===== config.mk =====
export PLATFORM = sky130hd
export DESIGN_NAME = seven_segment_scan
export DESIGN_NICKNAME = d
export VERILOG_FILES = /design/src/rtl/seven_segment_scan.sv
export SDC_FILE = /design/constraint.sdc
export NUM_CORES = 1
export LEC_CHECK = 0
export BUFFER_PORTS_ARGS = -buffer_cell sky130_fd_sc_hd__buf_2
export CORE_ASPECT_RATIO = 1.4
export CORE_MARGIN = 5
export CORE_UTILIZATION = 63
export DETAILED_ROUTE_END_ITERATION = 7
export PLACE_DENSITY = 0.85
export SETUP_SLACK_MARGIN = 0.2
export SLEW_MARGIN = 40
export SYNTH_ARGS = -nofsm -noshare
export SYNTH_HDL_FRONTEND = slang
export SYNTH_SLANG_ARGS = --single-unit

===== constraint.sdc =====
create_clock -name clk -period 5.35 [get_ports clk]
set_input_delay 1.07 -clock clk [delete_from_list [all_inputs] [get_ports clk]]
set_output_delay 1.07 -clock clk [all_outputs]
set_load 0.01 [all_outputs]

===== src/rtl/seven_segment_scan.sv =====
// seven_segment_scan: time-multiplexed driver for a common-anode hex display.
// A pending/active register pair keeps the shown value stable for the whole
// frame. Each digit gets one slot of DIV cycles. During the first GAP cycles of
// a slot every anode is off. All pin-facing outputs are registered.

module seven_segment_scan #(
    parameter int DIGITS = 4,
    parameter int DIV    = 50000,
    parameter int GAP    = 500
) (
    input  logic                  clk,
    input  logic                  rst,
    input  logic                  load,
    input  logic [4*DIGITS-1:0]   value,
    input  logic [DIGITS-1:0]     dp,
    input  logic [DIGITS-1:0]     blank,
    input  logic                  lz_en,
    output logic [6:0]            seg,
    output logic                  dp_n,
    output logic [DIGITS-1:0]     an,
    output logic                  pending,
    output logic                  frame_done
);

    localparam int CW = (DIV > 1) ? $clog2(DIV) : 1;
    localparam int IW = (DIGITS > 1) ? $clog2(DIGITS) : 1;

    localparam logic [CW-1:0] CNT_MAX = CW'(DIV - 1);
    localparam logic [CW-1:0] GAP_CNT = CW'(GAP);
    localparam logic [IW-1:0] IDX_MAX = IW'(DIGITS - 1);

    // Active-low glyphs, bit6 = g down to bit0 = a.
    function automatic logic [6:0] hex_glyph(input logic [3:0] nib);
        logic [6:0] g;
        case (nib)
            4'h0:    g = 7'b1000000;
            4'h1:    g = 7'b1111001;
            4'h2:    g = 7'b0100100;
            4'h3:    g = 7'b0110000;
            4'h4:    g = 7'b0011001;
            4'h5:    g = 7'b0010010;
            4'h6:    g = 7'b0000010;
            4'h7:    g = 7'b1111000;
            4'h8:    g = 7'b0000000;
            4'h9:    g = 7'b0010000;
            4'hA:    g = 7'b0001000;
            4'hB:    g = 7'b0000011;
            4'hC:    g = 7'b1000110;
            4'hD:    g = 7'b0100001;
            4'hE:    g = 7'b0000110;
            4'hF:    g = 7'b0001110;
            default: g = 7'b1111111;
        endcase
        return g;
    endfunction

    logic [CW-1:0]         cnt_r;
    logic [IW-1:0]         idx_r;
    logic [4*DIGITS-1:0]   act_value_r;
    logic [DIGITS-1:0]     act_dp_r;
    logic [DIGITS-1:0]     act_blank_r;
    logic [4*DIGITS-1:0]   pend_value_r;
    logic [DIGITS-1:0]     pend_dp_r;
    logic [DIGITS-1:0]     pend_blank_r;
    logic                  pending_r;
    logic [6:0]            seg_r;
    logic                  dp_n_r;
    logic [DIGITS-1:0]     an_r;
    logic                  frame_done_r;

    logic                  slot_end_s;
    logic                  boundary_s;
    logic [3:0]            nib_s;
    logic                  cur_dp_s;
    logic                  cur_blank_s;
    logic                  supp_s;
    logic                  nz_above_s;
    logic                  dark_s;
    logic [6:0]            seg_nxt_s;
    logic                  dp_n_nxt_s;
    logic [DIGITS-1:0]     an_nxt_s;

    assign slot_end_s = (cnt_r == CNT_MAX);
    assign boundary_s = slot_end_s && (idx_r == IDX_MAX);

    // Slot counter and digit index; the index steps once per slot wrap.
    always_ff @(posedge clk or posedge rst) begin
        if (rst) begin
            cnt_r <= '0;
            idx_r <= '0;
        end else if (slot_end_s) begin
            cnt_r <= '0;
            if (idx_r == IDX_MAX) begin
                idx_r <= '0;
            end else begin
                idx_r <= idx_r + IW'(1);
            end
        end else begin
            cnt_r <= cnt_r + CW'(1);
        end
    end

    // Double buffer. A load on the boundary cycle goes straight to active.
    always_ff @(posedge clk or posedge rst) begin
        if (rst) begin
            act_value_r  <= '0;
            act_dp_r     <= '0;
            act_blank_r  <= '1;
            pend_value_r <= '0;
            pend_dp_r    <= '0;
            pend_blank_r <= '1;
            pending_r    <= 1'b0;
        end else if (boundary_s) begin
            if (load) begin
                act_value_r <= value;
                act_dp_r    <= dp;
                act_blank_r <= blank;
            end else if (pending_r) begin
                act_value_r <= pend_value_r;
                act_dp_r    <= pend_dp_r;
                act_blank_r <= pend_blank_r;
            end else begin
                act_value_r <= act_value_r;
            end
            pending_r <= 1'b0;
        end else if (load) begin
            pend_value_r <= value;
            pend_dp_r    <= dp;
            pend_blank_r <= blank;
            pending_r    <= 1'b1;
        end else begin
            pending_r <= pending_r;
        end
    end

    // Select the scanned digit. Work out leading-zero suppression from the MSD
    // downward; the blank bits are ignored here.
    always_comb begin
        nib_s       = 4'h0;
        cur_dp_s    = 1'b0;
        cur_blank_s = 1'b1;
        supp_s      = 1'b0;
        nz_above_s  = 1'b0;
        an_nxt_s    = '1;
        for (int i = DIGITS - 1; i >= 0; i--) begin
            nz_above_s = nz_above_s | (act_value_r[4*i +: 4] != 4'h0);
            if (IW'(i) == idx_r) begin
                nib_s       = act_value_r[4*i +: 4];
                cur_dp_s    = act_dp_r[i];
                cur_blank_s = act_blank_r[i];
                supp_s      = lz_en & (i != 0) & ~nz_above_s;
                an_nxt_s[i] = ~(cnt_r >= GAP_CNT);
            end else begin
                an_nxt_s[i] = 1'b1;
            end
        end
    end

    // Decode the segments and decimal point, or force them dark.
    always_comb begin
        dark_s     = cur_blank_s | supp_s;
        seg_nxt_s  = 7'b1111111;
        dp_n_nxt_s = 1'b1;
        if (dark_s) begin
            seg_nxt_s  = 7'b1111111;
            dp_n_nxt_s = 1'b1;
        end else begin
            seg_nxt_s  = hex_glyph(nib_s);
            dp_n_nxt_s = ~cur_dp_s;
        end
    end

    // Output registers; reset drives the display dark at once.
    always_ff @(posedge clk or posedge rst) begin
        if (rst) begin
            seg_r        <= 7'b1111111;
            dp_n_r       <= 1'b1;
            an_r         <= '1;
            frame_done_r <= 1'b0;
        end else begin
            seg_r        <= seg_nxt_s;
            dp_n_r       <= dp_n_nxt_s;
            an_r         <= an_nxt_s;
            frame_done_r <= boundary_s;
        end
    end

    assign seg        = seg_r;
    assign dp_n       = dp_n_r;
    assign an         = an_r;
    assign pending    = pending_r;
    assign frame_done = frame_done_r;

endmodule


; Word-level counts from Yosys, hierarchy flattened
; Memories as Yosys holds them, arrays and structs flattened.
; Cells that the tools add are included.
[op_classes]
addsub = 2
n_mul = 0
n_div = 0
n_lt_le_gt_ge = 1
eq_ne = 5
n_shift = 0
muxes = 32
n_bitwise = 12
n_reduce_logical = 9
[ops]
columns = op, n
row1 = 16-bit two-way mux, 3
row2 = 4-bit two-way mux, 8
row3 = 1-bit two-way mux, 19
row4 = "16-bit by 1-bit adder with 16-bit output, second input constant", 1
row5 = "16-bit equality test, second input constant", 1
row6 = "16-bit by 9-bit greater-or-equal comparator with 1-bit output, second input constant", 1
row7 = 4-bit nonzero test, 3
row8 = 7-bit two-way mux, 1
row9 = 1-bit inverter, 6
row10 = "2-bit equality test, first input constant", 2
row11 = 2-bit AND reduction, 2
row12 = 2-bit nonzero test, 2
row13 = 1-bit bitwise AND, 3
row14 = 1-bit bitwise OR, 3
row15 = "2-bit by 1-bit adder with 2-bit output, second input constant", 1
row16 = "1-bit by 2-bit equality test with 1-bit output, first input constant", 1
row17 = "2-bit equality test, second input constant", 1
row18 = 2-bit zero test, 1
row19 = 2-bit two-way mux, 1
row20 = 1-bit logical AND, 1
[word_totals]
reg_bits = 80
latch_bits = 0
mem_bits_rw = 0
romBits = 112
input_bits = 28
out_inout_bits = 14
elab_cells = 75
memories = 1
[mem_list]
columns = memory, words, word_bits, rd, rd_ports_with_merged_regs, wr, line_no
row1 = (no name shown), 16, 7, 1, 0, 0, 35  ; case (nib)

; Logic depth before layout (Yosys ltp)
[logic_depth]
ltp_word = 9
ltp_mapped = 11
depth_no_buf = 10

; Worst setup path after synthesis
; Ideal clock, no wire load.
[synth_timing]
kind = reg-to-reg
startpoint = reg idx_r[0]
endpoint = reg seg_r[6] (netlist: seg[6])
setup_ps = 95
arrival_ps = 2293
t_required_ps = 5255
slack_ps = 2963
path_stages_with_launch = 12
n_path_buf = 1
synth_period_minus_slack_ps = 2387
cell_sequence = dfrtp_1 -> inv_1 -> ha_1 -> clkbuf_1 -> nor2b_1 -> a221o_1 -> a22oi_1 -> inv_1 -> ha_1 -> nand2_1 -> a21boi_0 -> o211ai_1
[synth_via]
elab_chain_len = 7
word_cells_on_any_way = 19
cone_classes = eq/ne (3) / mux (13) / bitwise (1) / reduce/logical (1) / memory (1)
[synth_lines]
columns = element, line_no
row1 = "start, declared", 58  ; logic [IW-1:0] idx_r;
row2 = "start signal, assigned", 96  ; idx_r <= idx_r + IW'(1);
row3 = 2-bit equality test, 147  ; if (IW'(i) == idx_r) begin
row4 = 4-bit two-way mux / 1-bit two-way mux (equally long branches) (4 in a row), 147
row5 = memory 16 x 7 bit / 1-bit bitwise OR (equally long branches), --
row6 = 7-bit two-way mux *, 164  ; if (dark_s) begin
row7 = named net seg_nxt_s[6], 79  ; logic [6:0] seg_nxt_s;
row8 = "end signal, assigned", 181  ; seg_r <= seg_nxt_s;
row9 = "end, declared", 66  ; logic [6:0] seg_r;
; Mark *: on every way through the listed nets, which the timed path passes. The rest lies on a longest branch.
; A chain may end at the register's enable or synchronous reset.

; Worst setup path in the final report
[layout_timing]
startpoint = in load
endpoint = reg pend_dp_r[0]
[layout_via]
elab_chain_len = 1
[layout_lines]
columns = element, line_no
row1 = "start, declared", 13  ; input logic load,
row2 = 2-bit AND reduction (no source line), --
row3 = "end signal, assigned", 128  ; pend_dp_r <= dp;
row4 = "end, declared", 63  ; logic [DIGITS-1:0] pend_dp_r;
; No other way between the ends.

==> impl_metrics.toml <==
[routing]
initialDrtViolationCount = 179
wire_per_inst_um = 15.4
final_antenna_net_count = 0
first_pass_iters = 4
vias = 2625
routed_wl_um = 7170
avgViaCountPerCell = 5.66
post-route-drc-count = 0

[worst_hold_path]
hold_start = "act_blank_r[0]"
min_path_type = "reg -> reg"

[cts]
root_buffer = "clkbuf_8"
cts_resized = 0
clockBufferDepth = 2
ctsHoldBuffers = 0
numClockSinks = 80
htreeDepth = 3
cts_tree = "done"
cts_setup_buffers = 0
clkTransAtPathRegs_ns = 0.08
clk_latency_ns = 0.36
numCtsBuffers = 9

[yosys]
syn_inst = 352
syn_area_um2 = 3960
ys_seq_elements = 80
syn_avg_cell_area_um2 = 11.2
yosys.cell_types.count = 51
synth_warnings = 0
yosysSeqAreaShare_pct = 51.2
synth_nets = 392

[grt]
grt_max_degree = 49
grt_pass1_vias = 2658
grt_pass1_wl_um = 12500
grt-ovfl-total = 0
antenna_found_initial = 0
grt_use_total_pct = 19.1

[worst_setup_path]
cp_max_fo = 26
crit_path_max_incr_delay_ns = 0.60
setup.worst_path.class = "in -> reg"
cp_slowest_cell = "nor2b_4"
critPathLaunchType = "primary input"
cp_cell_sequence = "buf_2 > nor2b_4 > buf_4 > mux2_2"
required_ns = 5.59
critPathLaunch = "load"
worstReg2RegStart = "idx_r[0]"
cp.arrival_ns = 2.97
worst_setup_path_end_kind = "flop"

[power_and_ir_drop]
swShare_pct = 22.9
p_int_uw = 937
p_comb_share_pct = 6.6
p_total_uw = 1220
power_frac_seq_pct = 52.3
p_per_area_nw_per_um2 = 277
p_sw_uw = 279
pwr-share-clk_pct = 41.1
ir_worst_vdd_mv = 0.209
p_leak_uw = 0.00207

[timing]
hold_viol = 0
worstMarginPinSlew_ns = 0.758
period_needed_ns = 2.72
setup_viol = 0
relSlewSlack_pct = 49.4
fmax_mhz = 367
rsz0062_at_grt = "no"
finalSetupTns_ns = 0
drv_slew = 0
final.setup_skew_ns = 0.0149
period_share_pct = 50.9

[place]
gp_congestion = 0.796
portBuffers = 41
dp_hpwl_um = 5130

[floorplan]
io_pins = 42
coreArea_um2 = 6170
dieHeight_um = 104
start_util_pct = 64.2
dieArea_um2 = 7990
row_count = 34
die_x_um = 77.0

[final_layout]
layout.nets = 427
area_growth_pct = 10.8
n_fill_cell = 442
antennaDiodeCount = 0
drive_above_1_share_pct = 28.6

[run]
cap_viol_max_count = 0

[status]
run_status = "completed"
## power groups by stage
stage	logic, uW	registers (uW)	clock network, uW
finish	79.8	637	500
global route	88.3	639	533
CTS	81.1	636	506
detailed placement	81.0	647	0
global placement	78.1	646	0
floorplan	62.2	643	0
## path summary, 6_finish.rpt
check	end	slack, ns	depth (start not counted)
min in group asynchronous	pend_value_r[7]	0.81	2
max in group asynchronous	pend_blank_r[0]	3.53	3
setup reg to reg	seg[6]	2.64	10
hold reg to reg	act_blank_r[0]	0.49	2
setup / recovery	pend_dp_r[0]	2.63	4
hold / removal	act_blank_r[0]	0.49	2
## cells in the final DEF (no fill, tap or decap), types with 4 or more instances in the layout
cell type,n
mux2_2,4
mux2_4,20
inv_1,9
o21ai_0,27
dfstp_2,20
nor2_1,20
ha_1,12
o211ai_1,7
nor2b_1,6
nand2_1,47
xor2_1,7
clkbuf_8,9
dfrtp_1,60
buf_2,41
mux2i_1,25
xnor2_1,6
a21oi_1,5
nand3_1,7
## critical path, delay by kind of cell
| kind | cells | cell delay (ns) |
|---|---|---|
| AND/OR/NAND/NOR | 1 | 0.60 |
| multiplexers | 1 | 0.36 |
| buffers and inverters | 2 | 0.92 |
## sequential cells by signal (all words and copies together) (netlist names)
signal        cells
act_value_r      16
pending           1
idx_r             2
pend_dp_r         4
cnt_r            16
dp_n              1
frame_done        1
act_blank_r       4
an                4
pend_value_r     16
seg               7
act_dp_r          4
pend_blank_r      4
## cell families after synthesis
kind of cell               synth area share, %
xor gates and xnor gates                  2.88
and+or+nand+nor                           13.8
DFF                                       51.2
AOI/OAI and AO/OA                         9.30
adders and majority gates                 3.79
buffers and inverters                     3.98
muxes                                     15.0
## cell usage after synthesis, drive strengths merged
cell     count  area (um2)
nor4         5        52.6
ha          12         150
o2111ai      2        17.5
clkbuf      13        48.8
xnor2        6        52.6
a21o         1        7.51
o21ai       30         150
nand4bb      1        11.3
a2bb2oi      1        8.76
nand2       47         176
nor2        20        75.1
and2         2        15.0
buf          7        71.3
nor3         3        15.0
a211o        1        8.76
and3         3        18.8
o211ai       7        52.6
a22oi        2        15.0
or4          1        11.3
nor2b        7        46.3
o311a        1        10.0
mux2        24         345
o41ai        1        8.76
nand4        2        12.5
or2          2        12.5
mux2i       25         250
a211oi       3        22.5
dfstp       20         526
a21oi        5        25.0
o31ai        1        7.51
a221o        1        10.0
nor3b        2        15.0
xor2         7        61.3
nand3b       2        15.0
inv         10        37.5
nand3        7        35.0
o221ai       1        8.76
nand2b       3        18.8
dfrtp       60        1500
a21boi       1        7.51
o21a         1        7.51
nand4b       1        8.76
or3          1        6.26
## through the flow
step                std cells  instance area (um2)  util (%)  setup slack [ns]  hold WS [ns]
global placement          448                 4160      67.4              2.02         0.466
finish                    464                 4390      71.1              2.63         0.489
global route              464                 4390      71.1              2.43         0.528
floorplan                 352                 3960         -              2.26         0.441
detailed placement        448                 4160      67.4              1.98         0.477
CTS                       464                 4380      71.0              2.36         0.489
## cell type report
| class | count | area (um2) | share of cell area [%] |
|---|---|---|---|
| Sequential cell | 80 | 2030 | 46.2 |
| Multi-Input combinational cell | 242 | 1780 | 40.5 |
| Timing Repair Buffer | 44 | 228 | 5.19 |
| Clock buffer | 9 | 124 | 2.82 |
| Clock inverter | 7 | 103 | 2.34 |
| Tap cell | 72 | 90.1 | 2.05 |
| Inverter | 10 | 37.5 | 0.856 |
## layer usage
| metal | share of wire, % | track usage, % | wire (um) |
|---|---|---|---|
| met4 | 2.1 | 8.72 | 154 |
| met3 | 3.6 | 4.17 | 260 |
| met1 | 44 | 24.9 | 3120 |
| met2 | 51 | 30.3 | 3630 |
| met5 | 0 | 0 | 0 |
Note: power is estimated with default switching activity, not from simulation.
